`config.mk`:
```
export PLATFORM = sky130hd
export DESIGN_NAME = alu_sequencer_flat
export DESIGN_NICKNAME = d
export VERILOG_FILES = /design/src/rtl/alu_sequencer_if.sv /design/src/rtl/alu_sequencer.sv /design/src/flat_wrapper.sv
export SDC_FILE = /design/constraint.sdc
export NUM_CORES = 1
export LEC_CHECK = 0
export ABC_AREA = 1
export CORE_MARGIN = 3
export CORE_UTILIZATION = 45
export DETAILED_ROUTE_END_ITERATION = 16
export GPL_ROUTABILITY_DRIVEN = 0
export HOLD_SLACK_MARGIN = 0.12
export PLACE_DENSITY = 0.81
export SETUP_SLACK_MARGIN = 0.1
export SLEW_MARGIN = 20
export SYNTH_ARGS = -nofsm -noshare
export SYNTH_HDL_FRONTEND = slang
export SYNTH_SLANG_ARGS = --single-unit
```
`constraint.sdc`:
```
create_clock -name clk -period 2.5 [get_ports clk]
set_input_delay 0.5 -clock clk [delete_from_list [all_inputs] [get_ports clk]]
set_output_delay 0.5 -clock clk [all_outputs]
set_load 0.01 [all_outputs]
```
`src/rtl/alu_sequencer_if.sv`:
```
// Command, ALU and response signal bundle for alu_sequencer.
// master = sequencer side; slave = command source, ALU and response consumer side.
interface alu_sequencer_if;
  logic       cmd_valid;
  logic       cmd_ready;
  logic [3:0] cmd_a;
  logic [3:0] cmd_b;
  logic [1:0] cmd_op;

  logic [3:0] alu_a;
  logic [3:0] alu_b;
  logic [1:0] alu_op;
  logic [3:0] alu_out;
  logic       alu_extra;

  logic       rsp_valid;
  logic       rsp_ready;
  logic [3:0] rsp_out;
  logic       rsp_extra;
  logic [1:0] rsp_op;
  logic       rsp_err;

  modport master (
    input  cmd_valid, cmd_a, cmd_b, cmd_op, alu_out, alu_extra, rsp_ready,
    output cmd_ready, alu_a, alu_b, alu_op, rsp_valid, rsp_out, rsp_extra, rsp_op, rsp_err
  );

  modport slave (
    output cmd_valid, cmd_a, cmd_b, cmd_op, alu_out, alu_extra, rsp_ready,
    input  cmd_ready, alu_a, alu_b, alu_op, rsp_valid, rsp_out, rsp_extra, rsp_op, rsp_err
  );
endinterface

```
`src/rtl/alu_sequencer.sv`:
```
// Drives one operation at a time into a combinational 4-bit ALU, waits a settle
// time, captures the result and queues it in a response FIFO.
module alu_sequencer #(
  parameter int DEPTH         = 4,
  parameter int SETTLE_CYCLES = 1
) (
  input  logic            clk,
  input  logic            rst_n,
  alu_sequencer_if.master bus,
  output logic            busy,
  output logic [7:0]      ops_count,
  output logic [1:0]      dbg_state
);
  // Handshakes: a transfer happens on a rising edge where valid && ready are both 1;
  // ready never depends on valid, and valid may drop without a transfer.
  localparam int AW = (DEPTH > 1) ? $clog2(DEPTH) : 1;
  localparam int SW = (SETTLE_CYCLES > 1) ? $clog2(SETTLE_CYCLES) : 1;

  localparam logic [1:0] IDLE    = 2'd0;
  localparam logic [1:0] SETTLE  = 2'd1;
  localparam logic [1:0] CAPTURE = 2'd2;

  localparam logic [AW:0]   FULL        = (AW + 1)'(DEPTH);
  localparam logic [SW-1:0] SETTLE_LOAD = SW'(SETTLE_CYCLES - 1);

  logic [1:0]    state;
  logic [SW-1:0] settle_cnt;
  logic [3:0]    a_q, b_q;
  logic [1:0]    op_q;

  logic [7:0]    mem [DEPTH];
  logic [AW-1:0] wr_ptr, rd_ptr;
  logic [AW:0]   count;

  logic       accept, push, pop, err;
  logic [7:0] push_data, head;

  assign accept = bus.cmd_valid && bus.cmd_ready;
  assign push   = (state == CAPTURE);
  assign pop    = bus.rsp_valid && bus.rsp_ready;

  // Divide by zero: the ALU output is meaningless, so store zeros instead.
  assign err       = (op_q == 2'b10) && (b_q == 4'd0);
  assign push_data = {op_q, err, err ? 1'b0 : bus.alu_extra, err ? 4'h0 : bus.alu_out};

  always_ff @(posedge clk or negedge rst_n) begin
    if (!rst_n) begin
      state      <= IDLE;
      settle_cnt <= '0;
      a_q        <= '0;
      b_q        <= '0;
      op_q       <= '0;
      ops_count  <= '0;
    end else begin
      case (state)
        IDLE: begin
          if (accept) begin
            a_q        <= bus.cmd_a;
            b_q        <= bus.cmd_b;
            op_q       <= bus.cmd_op;
            settle_cnt <= SETTLE_LOAD;
            state      <= SETTLE;
          end
        end
        SETTLE: begin
          if (settle_cnt == '0) state <= CAPTURE;
          else settle_cnt <= settle_cnt - 1'b1;
        end
        CAPTURE: begin
          ops_count <= ops_count + 8'd1;
          state     <= IDLE;
        end
        default: state <= IDLE;
      endcase
    end
  end

  // Space for the push is guaranteed: a command is only accepted when the FIFO has room.
  always_ff @(posedge clk or negedge rst_n) begin
    if (!rst_n) begin
      wr_ptr <= '0;
      rd_ptr <= '0;
      count  <= '0;
      for (int i = 0; i < DEPTH; i++) mem[i] <= '0;
    end else begin
      if (push) begin
        mem[wr_ptr] <= push_data;
        wr_ptr      <= wr_ptr + AW'(1);
      end
      if (pop) rd_ptr <= rd_ptr + AW'(1);
      case ({push, pop})
        2'b10:   count <= count + 1'b1;
        2'b01:   count <= count - 1'b1;
        default: count <= count;
      endcase
    end
  end

  assign head          = mem[rd_ptr];
  assign bus.rsp_valid = (count != '0);
  assign bus.rsp_op    = head[7:6];
  assign bus.rsp_err   = head[5];
  assign bus.rsp_extra = head[4];
  assign bus.rsp_out   = head[3:0];

  assign bus.cmd_ready = (state == IDLE) && (count < FULL);
  assign bus.alu_a     = a_q;
  assign bus.alu_b     = b_q;
  assign bus.alu_op    = op_q;
  assign busy          = (state != IDLE);
  assign dbg_state     = state;
endmodule

```
`src/flat_wrapper.sv`:
```
// flat-port wrapper written by rule: the top's interface ports become plain ports
module alu_sequencer_flat 
#(
  parameter int DEPTH         = 4,
  parameter int SETTLE_CYCLES = 1
)
  (clk, rst_n, busy, ops_count, dbg_state, bus_cmd_valid, bus_cmd_a, bus_cmd_b, bus_cmd_op, bus_alu_out, bus_alu_extra, bus_rsp_ready, bus_cmd_ready, bus_alu_a, bus_alu_b, bus_alu_op, bus_rsp_valid, bus_rsp_out, bus_rsp_extra, bus_rsp_op, bus_rsp_err);
  alu_sequencer_if bus_i ();
  input  logic clk;
  input  logic rst_n;
  output logic busy;
  output logic [7:0] ops_count;
  output logic [1:0] dbg_state;
  input wire logic [$bits(bus_i.cmd_valid)-1:0] bus_cmd_valid;
  input wire logic [$bits(bus_i.cmd_a)-1:0] bus_cmd_a;
  input wire logic [$bits(bus_i.cmd_b)-1:0] bus_cmd_b;
  input wire logic [$bits(bus_i.cmd_op)-1:0] bus_cmd_op;
  input wire logic [$bits(bus_i.alu_out)-1:0] bus_alu_out;
  input wire logic [$bits(bus_i.alu_extra)-1:0] bus_alu_extra;
  input wire logic [$bits(bus_i.rsp_ready)-1:0] bus_rsp_ready;
  output wire logic [$bits(bus_i.cmd_ready)-1:0] bus_cmd_ready;
  output wire logic [$bits(bus_i.alu_a)-1:0] bus_alu_a;
  output wire logic [$bits(bus_i.alu_b)-1:0] bus_alu_b;
  output wire logic [$bits(bus_i.alu_op)-1:0] bus_alu_op;
  output wire logic [$bits(bus_i.rsp_valid)-1:0] bus_rsp_valid;
  output wire logic [$bits(bus_i.rsp_out)-1:0] bus_rsp_out;
  output wire logic [$bits(bus_i.rsp_extra)-1:0] bus_rsp_extra;
  output wire logic [$bits(bus_i.rsp_op)-1:0] bus_rsp_op;
  output wire logic [$bits(bus_i.rsp_err)-1:0] bus_rsp_err;
  assign bus_i.cmd_valid = bus_cmd_valid;
  assign bus_i.cmd_a = bus_cmd_a;
  assign bus_i.cmd_b = bus_cmd_b;
  assign bus_i.cmd_op = bus_cmd_op;
  assign bus_i.alu_out = bus_alu_out;
  assign bus_i.alu_extra = bus_alu_extra;
  assign bus_i.rsp_ready = bus_rsp_ready;
  assign bus_cmd_ready = bus_i.cmd_ready;
  assign bus_alu_a = bus_i.alu_a;
  assign bus_alu_b = bus_i.alu_b;
  assign bus_alu_op = bus_i.alu_op;
  assign bus_rsp_valid = bus_i.rsp_valid;
  assign bus_rsp_out = bus_i.rsp_out;
  assign bus_rsp_extra = bus_i.rsp_extra;
  assign bus_rsp_op = bus_i.rsp_op;
  assign bus_rsp_err = bus_i.rsp_err;
  alu_sequencer #(.DEPTH(DEPTH), .SETTLE_CYCLES(SETTLE_CYCLES)) u_core (.clk(clk), .rst_n(rst_n), .bus(bus_i), .busy(busy), .ops_count(ops_count), .dbg_state(dbg_state));
endmodule
```
==> flow_metrics.py, run 1 <==
metrics = {
    "status": {
        "status": "finished, final reports clean",
    },
    "sta": {
        "worst_pin_slew_ns": 0.730,
        "tns_ns": 0,
        "holdWs_ns": 0.294,
        "setup_slack_ns": 0.124,
        "fin_crit_sh": 0.951,
        "final-setup-viol-count": 0,
        "slew_headroom": 0.513,
        "slew_viol_final": 0,
        "hold_violations": 0,
        "fmax_ghz": 0.421,
        "skew_ns": 0.0131,
        "grt_setup_unrepaired": "true",
        "fin_crit_ns": 2.38,
    },
    "job": {
        "cap_violations": 0,
    },
    "worst_setup_path": {
        "r2r-start": "u_core.count[2]",
        "slowest_stage": "clkdlybuf4s50_1",
        "crit_required_ns": 2.00,
        "worstPathMaxFanout": 17,
        "reg2regPathDepth": 10,
        "worstPathArrival_ns": 1.88,
        "startpoint_type": "register",
        "crit_chain": "buf_6 > o21ai_0 > o22ai_1 > clkdlybuf4s50_1",
        "critPathMaxStageDelay_ns": 0.59,
        "path_class": "reg -> out",
        "endpoint_kind": "output port",
        "r2r_slack_ns": 0.49,
        "worst_r2r_endpoint": "u_core.count[2]",
    },
    "floorplan": {
        "die-area_sq_um": 7150,
        "coreArea_sq_um": 5740,
        "dieHeight_um": 84.6,
        "ios": 50,
        "chipWidth_um": 84.6,
        "placementRows": 27,
        "initial_core_util": 0.484,
    },
    "clock_tree": {
        "clock_latency_ns": 0.34,
        "cts_root_buf": "clkbuf_8",
        "path_clk_slew_ns": 0.07,
        "clockBufferDepth": 2,
        "cts_tree": "done",
        "cts_hold_buf": 0,
        "h-tree-depth": 3,
        "clock_sinks": 59,
        "cts_buffers": 9,
    },
    "global_routing": {
        "use_met1": 0.252,
        "grt_pass1_wl_mm": 10.7,
        "overflow": 0,
        "grt_use_met3": 0.0294,
        "grtUsageMet2": 0.290,
        "grt_max_degree": 60,
        "grt_pass1_vias": 2269,
        "antenna_found_initial": 0,
        "busiest_layer": "met2",
        "grt_usage": 0.187,
    },
    "hold_path": {
        "worstHoldPathType": "in -> async",
    },
    "yosys": {
        "syn_inst": 315,
        "synthTopCellsByArea": "dfrtp_1, nand2_1, nand3_1",
        "synth_seq_cells": 59,
        "synth_top_area_cell": "dfrtp_1",
        "async_flop_share": 1.00,
        "synth_area_sq_um": 2780,
        "synth-edff-count": 0,
        "yosysWarnings": 0,
        "ys_seq_area_frac": 0.531,
        "synthFlopType": "dfrtp_1",
        "synth_top_cell_area_share": 0.531,
        "synth.avg_cell_area_sq_um": 8.82,
        "synthesis.nets": 341,
        "synth.distinct_cells": 26,
    },
    "place": {
        "post-dp-hpwl_mm": 4.00,
        "preCtsSetupSlack_ns": 0.184,
        "place.port_buffers": 49,
    },
    "route": {
        "wl_per_cell_um": 14.0,
        "drt-pass1-iter-count": 4,
        "remaining_drc_errors": 0,
        "vias": 2314,
        "drt_wl_total_mm": 6.32,
        "antenna_left": 0,
        "routed_via_density": 5.14,
        "drt_iter0_markers": 228,
    },
    "pwr": {
        "irDropWorstVdd_uv": 799,
        "total_power_mw": 4.86,
        "cellPowerDensity_nw_per_um2": 1360,
        "p_leak_nw": 1.84,
    },
    "layout": {
        "area.growth.synth_to_final_pct": 29.0,
        "layout.cells.most_common": "nand2_1",
        "drive_above_1_share": 0.132,
        "nets": 399,
        "antenna_cells": 0,
        "layout_common_cells": "nand2_1, dfrtp_1, clkdlybuf4s50_1, nand3_1, o21ai_0",
    },
}
==> cell usage after synthesis (all sizes together) (3+ instances only) <==
cell and n:
nand2 110, dfrtp 59, o21ai 31, nand3 26, inv 25, nor2 24
buf 13, o22ai 8, ha 6, xor2 5, xnor2 3
==> worst max-delay path by stage <==
stage	cells past startpoint	start	slack [ns]	to
floorplan	10	u_core.count[2]	0.62	u_core.count[2]
global route	5	u_core.rd_ptr[0]	0.04	bus_rsp_op[0]
global placement	9	bus_rsp_ready	0.23	u_core.count[2]
detailed placement	9	bus_rsp_ready	0.18	u_core.count[2]
CTS	4	u_core.rd_ptr[0]	0.12	bus_rsp_out[0]
finish	4	u_core.rd_ptr[0]	0.12	bus_rsp_op[0]
==> stage by stage <==
step	utilization	instance area (sq um)	instances
floorplan	-	2780	315
global placement	0.572	3290	428
detailed placement	0.572	3290	428
CTS	0.615	3530	444
global route	0.624	3580	450
finish	0.624	3580	450
==> sequential cells by signal, indices dropped and copies added (netlist names) <==
signal	count
u_core.ops_count	8
u_core.bus.alu_a	4
u_core.mem	32
u_core.rd_ptr	2
u_core.bus.alu_op	2
u_core.bus.alu_b	4
u_core.count	3
u_core.dbg_state	2
u_core.wr_ptr	2
==> critical path: cells and delay by family (launching register included) <==
| family | cells | cell delay (ns) |
|---|---|---|
| buffers and inverters | 2 | 0.79 |
| flip-flops | 1 | 0.41 |
| AO/OA/AOI/OAI | 2 | 0.34 |
==> cell families after synthesis <==
| group | after synthesis | share of synthesized area |
|---|---|---|
| AND/OR/NAND/NOR | 163 | 0.255 |
| flip-flops | 59 | 0.531 |
| AO/OA/AOI/OAI | 40 | 0.0797 |
| buffers and inverters | 38 | 0.0747 |
| XOR/XNOR | 8 | 0.0252 |
| adder cells (fa/ha/maj) | 7 | 0.0342 |
==> metal layers <==
| layer | vias to the layer above | routed length, um |
|---|---|---|
| li1 | 1122 | - |
| met2 | 89 | 3040 |
| met1 | 1091 | 2730 |
| met4 | 0 | 111 |
| met5 | - | 0 |
| met3 | 12 | 435 |
==> cell type report <==
type	instances	area [sq um]
Inverter	25	105
Clock buffer	11	141
Tap cell	72	90.1
Fill cell	498	2160
Timing Repair Buffer	60	577
Clock inverter	5	100
Sequential cell	59	1480
Multi-Input combinational cell	218	1090
==> timing repair <==
action | CTS | global route
buffers inserted | 0 | 6
resized for setup | 1 | 5
pin swaps | 0 | 0
endpoints found under the setup margin | 8 | 8
==> where the power goes <==
| group | leakage (nW) | internal [mW] | switching, mW |
|---|---|---|---|
| Clock | 0.123 | 0.686 | 0.373 |
| Combinational | 0.976 | 1.00 | 1.11 |
| Sequential | 0.736 | 1.38 | 0.303 |
| Total | 1.84 | 3.07 | 1.79 |
Power figures use the tool's default switching activity.
==> run 2: changes to the inputs <==
--- a/config.mk
+++ b/config.mk
@@ -8,2 +8,3 @@
 export ABC_AREA = 1
+export ABC_CLOCK_PERIOD_IN_PS = 2500
 export CORE_MARGIN = 3
==> constraint.sdc (replaced) <==
create_clock -name clk -period 2.5 [get_ports clk]
set_input_delay 0.75 -clock clk [delete_from_list [all_inputs] [get_ports clk]]
set_output_delay 0.75 -clock clk [all_outputs]
set_load 0.01 [all_outputs]
==> flow_metrics.py, run 2 (synthesized netlist as in run 1, its figures left out) <==
metrics = {
    "status": {
        "status": "finished, final reports clean",
    },
    "layout": {
        "layout.cells.most_common": "nand2_1",
        "regArea_sq_um": 1480,
        "largestRegisters": "u_core.mem (32), u_core.ops_count (8)",
        "antenna_cells": 0,
        "fillers": 513,
        "nets": 397,
        "largest_reg_flops": 32,
        "area.growth.synth_to_final_pct": 25.8,
        "multi_input_area_sq_um": 1090,
        "drive_above_1_share": 0.125,
        "regMostFlops": "u_core.mem",
        "fin_area_sq_um": 3500,
        "layout_common_cells": "nand2_1, dfrtp_1, clkdlybuf4s50_1, nand3_1, o21ai_0",
    },
    "clock_tree": {
        "cts_hold_buf": 0,
        "clock_latency_ns": 0.33,
        "path_clk_slew_ns": 0.06,
        "cts_tree": "done",
        "cts_root_buf": "clkbuf_8",
        "clock_sinks": 59,
        "cts_setup_buffers": 0,
        "h-tree-depth": 3,
        "clockBufferDepth": 2,
        "cts_buffers": 9,
    },
    "sta": {
        "final-setup-viol-count": 0,
        "fin_crit_sh": 0.912,
        "slew_viol_final": 0,
        "grt_setup_unrepaired": "false",
        "fmax_ghz": 0.439,
        "fin_crit_ns": 2.28,
        "skew_ns": 0.00544,
        "worst_pin_slew_ns": 0.306,
        "hold_violations": 0,
        "slew_headroom": 0.796,
        "holdWs_ns": 0.407,
    },
    "route": {
        "wl_per_cell_um": 13.1,
        "drt_wl_total_mm": 5.85,
        "routed_via_density": 5.05,
        "vias": 2261,
        "met3_length_um": 310,
        "antenna_left": 0,
        "drt-pass1-iter-count": 4,
        "drt_iter0_markers": 189,
        "wl_met1_mm": 2.70,
        "remaining_drc_errors": 0,
        "met2WireLength_mm": 2.70,
        "top_layer": "met4",
    },
    "worst_setup_path": {
        "startpoint_type": "register",
        "endpoint_kind": "output port",
        "slowest_stage": "dfrtp_1",
        "crit_chain": "inv_1 > buf_4 > o21ai_0 > o22ai_1 > dlygate4sd2_1",
        "crit_family": "buffers and inverters",
        "worstPathMaxFanout": 8,
        "crit_required_ns": 1.75,
        "critical_path_buf_inv_count": 3,
        "path_class": "reg -> out",
        "worstPathArrival_ns": 1.53,
        "critPathMaxStageDelay_ns": 0.38,
    },
    "global_routing": {
        "grt_max_degree": 60,
        "antenna_found_initial": 0,
        "grt_pass1_vias": 2145,
        "grt_usage": 0.177,
        "grt_pass1_wl_mm": 10.0,
        "overflow": 0,
    },
    "place": {
        "dpl_cell_area_sq_um": 3330,
        "post-dp-hpwl_mm": 4.13,
        "place.port_buffers": 49,
    },
    "job": {
        "cap_violations": 0,
    },
    "floorplan": {
        "die-area_sq_um": 7150,
        "coreArea_sq_um": 5740,
        "initial_core_util": 0.484,
        "dieHeight_um": 84.6,
        "placementRows": 27,
        "chipWidth_um": 84.6,
        "ios": 50,
    },
    "hold_path": {
        "worstHoldPathType": "in -> async",
    },
    "pwr": {
        "cellPowerDensity_nw_per_um2": 1260,
        "intPower_mw": 2.70,
        "p_switching_mw": 1.71,
        "irDropWorstVdd_uv": 638,
        "combPwrFrac": 0.438,
        "p_leak_nw": 1.79,
        "switching_share": 0.388,
        "seqPwrFrac": 0.389,
        "power_frac_clock": 0.173,
    },
}
[run 2: power groups by stage]
stage          combinational (mW)  clock (mW)  sequential (mW)
2_1_floorplan                1.20           0             1.67
4_1_cts                      1.96       0.777             1.70
6_report                     1.93       0.763             1.71
3_5_place_dp                 2.03           0             1.70
3_3_place_gp                 1.97           0             1.70
5_1_grt                      2.17       0.823             1.76
[run 2: stage by stage]
| step | setup slack [ns] | util | power (mW) | TNS, ns | std cells |
|---|---|---|---|---|---|
| 2_1_floorplan | 0.485 | - | 2.87 | 0 | 315 |
| 3_3_place_gp | 0.0248 | 0.580 | 3.67 | 0 | 432 |
| 3_5_place_dp | -0.0694 | 0.580 | 3.73 | -0.0694 | 432 |
| 4_1_cts | 0.120 | 0.608 | 4.44 | 0 | 448 |
| 5_1_grt | 0.125 | 0.609 | 4.76 | 0 | 448 |
| 6_report | 0.221 | 0.609 | 4.40 | 0 | 448 |
[run 2: worst paths after layout]
path	startpoint	endpoint	slack (ns)	cells after the start
worst max-delay path	u_core.rd_ptr[0]	bus_rsp_op[0]	0.22	5
worst min register to register	u_core.count[0]	u_core.count[0]	0.48	1
max in group asynchronous	rst_n	u_core.rd_ptr[1]	1.83	2
worst min-delay path	rst_n	u_core.bus.alu_a[2]	0.41	2
min in group clk	u_core.count[0]	u_core.count[0]	0.48	1
worst max register to register	u_core.count[2]	u_core.count[2]	0.53	10
[run 2: final cells by class]
class | instances | share of cell area
Clock buffer | 14 | 0.0465
Timing Repair Buffer | 58 | 0.160
Multi-Input combinational cell | 218 | 0.313
Sequential cell | 59 | 0.423
Clock inverter | 2 | 0.00286
Inverter | 25 | 0.0290
Tap cell | 72 | 0.0258
[run 2: layer usage]
metal	vias to the layer above	track usage
li1	1116	-
met1	1059	0.236
met2	74	0.270
met3	12	0.0343
met4	0	0.0964
met5	-	0
[run 2: what timing repair did]
action / in CTS / in global routing
cloned: 0 / 0
gates resized for setup: 11 / 1
setup endpoints to repair: 9 / 1
==> run 3: changes to the inputs <==
- RECOVER_POWER: default -> 100
- SETUP_SLACK_MARGIN: 0.1 -> default
==> flow_metrics.py, run 3 (synthesized netlist as in run 1, its figures left out) <==
metrics = {
    "sta": {
        "slew_headroom": 0.0506,
        "fin_crit_sh": 0.933,
        "final-setup-viol-count": 0,
        "hold_violations": 0,
        "fin_crit_ns": 2.33,
        "worst_pin_slew_ns": 1.42,
        "skew_ns": 0.00682,
        "fmax_ghz": 0.429,
        "slew_viol_final": 0,
        "grt_setup_unrepaired": "false",
    },
    "floorplan": {
        "ios": 50,
        "initial_core_util": 0.484,
        "die-area_sq_um": 7150,
        "chipWidth_um": 84.6,
        "coreArea_sq_um": 5740,
        "dieHeight_um": 84.6,
        "placementRows": 27,
    },
    "clock_tree": {
        "cts_resized": 9,
        "clock_sinks": 59,
        "cts_setup_buffers": 0,
        "h-tree-depth": 3,
        "cts_root_buf": "clkbuf_8",
        "cts_hold_buf": 0,
        "cts_tree": "done",
        "clockBufferDepth": 2,
        "path_clk_slew_ns": 0.06,
        "cts_buffers": 9,
        "clock_latency_ns": 0.33,
    },
    "pwr": {
        "p_leak_nw": 1.76,
        "irDropWorstVdd_uv": 627,
        "cellPowerDensity_nw_per_um2": 1250,
        "switching_share": 0.387,
        "p_switching_mw": 1.65,
        "combPwrFrac": 0.421,
        "intPower_mw": 2.61,
        "power_frac_clock": 0.179,
        "seqPwrFrac": 0.400,
    },
    "layout": {
        "regMostFlops": "u_core.mem",
        "antenna_cells": 0,
        "area.growth.synth_to_final_pct": 22.8,
        "layout.cells.non_filler": 448,
        "layout_common_cells": "nand2_1, dfrtp_1, o21ai_0, nand3_1, dlygate4sd3_1",
        "layout.cells.most_common": "nand2_1",
        "nets": 397,
        "largestRegisters": "u_core.mem (32), u_core.ops_count (8)",
        "drive_above_1_share": 0.0798,
        "largest_reg_flops": 32,
        "fin_area_sq_um": 3410,
    },
    "worst_setup_path": {
        "path_class": "reg -> out",
        "crit_family": "buffers and inverters",
        "crit_required_ns": 1.75,
        "worstPathArrival_ns": 1.58,
        "startpoint_type": "register",
        "worstPathMaxFanout": 2,
        "slowest_stage": "dlygate4sd3_1",
        "critPathMaxStageDelay_ns": 0.61,
        "crit_chain": "inv_1 > nand3_1 > dlygate4sd3_1",
        "endpoint_kind": "output port",
        "critical_path_buf_inv_count": 2,
    },
    "route": {
        "drt-pass1-iter-count": 4,
        "remaining_drc_errors": 0,
        "antenna_left": 0,
        "wl_per_cell_um": 13.2,
        "routed_via_density": 5.06,
        "vias": 2269,
        "drt_wl_total_mm": 5.92,
        "drt_iter0_markers": 201,
    },
    "place": {
        "post-dp-hpwl_mm": 4.13,
        "place.port_buffers": 49,
        "dpl_cell_area_sq_um": 3330,
        "place_inst": 432,
    },
    "global_routing": {
        "overflow": 0,
        "grt_max_degree": 60,
        "antenna_found_initial": 0,
        "grt_pass1_vias": 2145,
        "grt_usage": 0.177,
        "grt_pass1_wl_mm": 10.0,
    },
    "hold_path": {
        "worstHoldPathType": "reg -> reg",
    },
    "job": {
        "cap_violations": 0,
    },
    "status": {
        "status": "finished, final reports clean",
    },
}
run 3: changes by cell type in the layout (fill, tap and decap cells not counted), sizes merged:
cell	before	now
clkdlybuf4s50	39	16
clkinvlp	0	1
buf	10	6
dlymetal6s2s	1	0
clkbuf	14	18
inv	25	24
dlygate4sd2	8	7
dlygate4sd3	0	24
clkdlybuf4s25	0	1
run 3: path summary, 6_finish.rpt:
check                                start                   to  slack (ns)  cells after the start
max in group asynchronous            rst_n     u_core.rd_ptr[1]        0.71                      2
min in group asynchronous            rst_n  u_core.bus.alu_a[2]        0.83                      2
hold reg to reg            u_core.count[0]      u_core.count[0]        0.47                      1
setup / recovery           u_core.count[2]        bus_rsp_valid        0.17                      3
setup reg to reg           u_core.count[2]      u_core.count[2]        0.50                     10
hold / removal             u_core.count[0]      u_core.count[0]        0.47                      1
run 3: metal layers:
metal / global-route usage / wire [um] / up-vias
met5: 0 / 0 / -
met4: 0.0964 / 144 / 0
met3: 0.0343 / 315 / 10
met2: 0.270 / 2720 / 80
met1: 0.236 / 2740 / 1067
li1: - / - / 1112
run 3: power by group through the flow:
stage                     Sequential [mW]  Clock [mW]  Combinational, mW
after floorplan                      1.67           0               1.20
after global placement               1.70           0               1.97
after detailed placement             1.70           0               2.03
after CTS                            1.70       0.777               1.97
after global routing                 1.75       0.823               2.03
final                                1.70       0.763               1.79
run 3: layout make-up:
class                           count  area, sq um
Fill cell                         530         2330
Tap cell                           72         90.1
Sequential cell                    59         1480
Clock buffer                       14          163
Multi-Input combinational cell    218         1040
Inverter                           25         95.1
Timing Repair Buffer               58          537
Clock inverter                      2         10.0
run 3: worst reg2reg max path, stage by stage, from the launching register on:
cell     delay (ns)
dfrtp_1        0.43
inv_1          0.10
nand3_1        0.11
nand2_1        0.07
inv_1          0.07
ha_1           0.15
inv_1          0.06
fa_1           0.40
or2_2          0.32
nand2_1        0.08
xor2_1         0.15
run 3: through the flow:
step | utilization | hold WS [ns] | setup slack (ns) | total power, mW | TNS [ns]
floorplan | - | 0.444 | 0.485 | 2.87 | 0
global placement | 0.580 | 0.458 | 0.0248 | 3.67 | 0
detailed placement | 0.580 | 0.464 | -0.0694 | 3.73 | -0.0694
CTS | 0.608 | 0.411 | 0.000137 | 4.45 | 0
global route | 0.594 | 0.502 | 0.0365 | 4.60 | 0
finish | 0.594 | 0.473 | 0.167 | 4.25 | 0
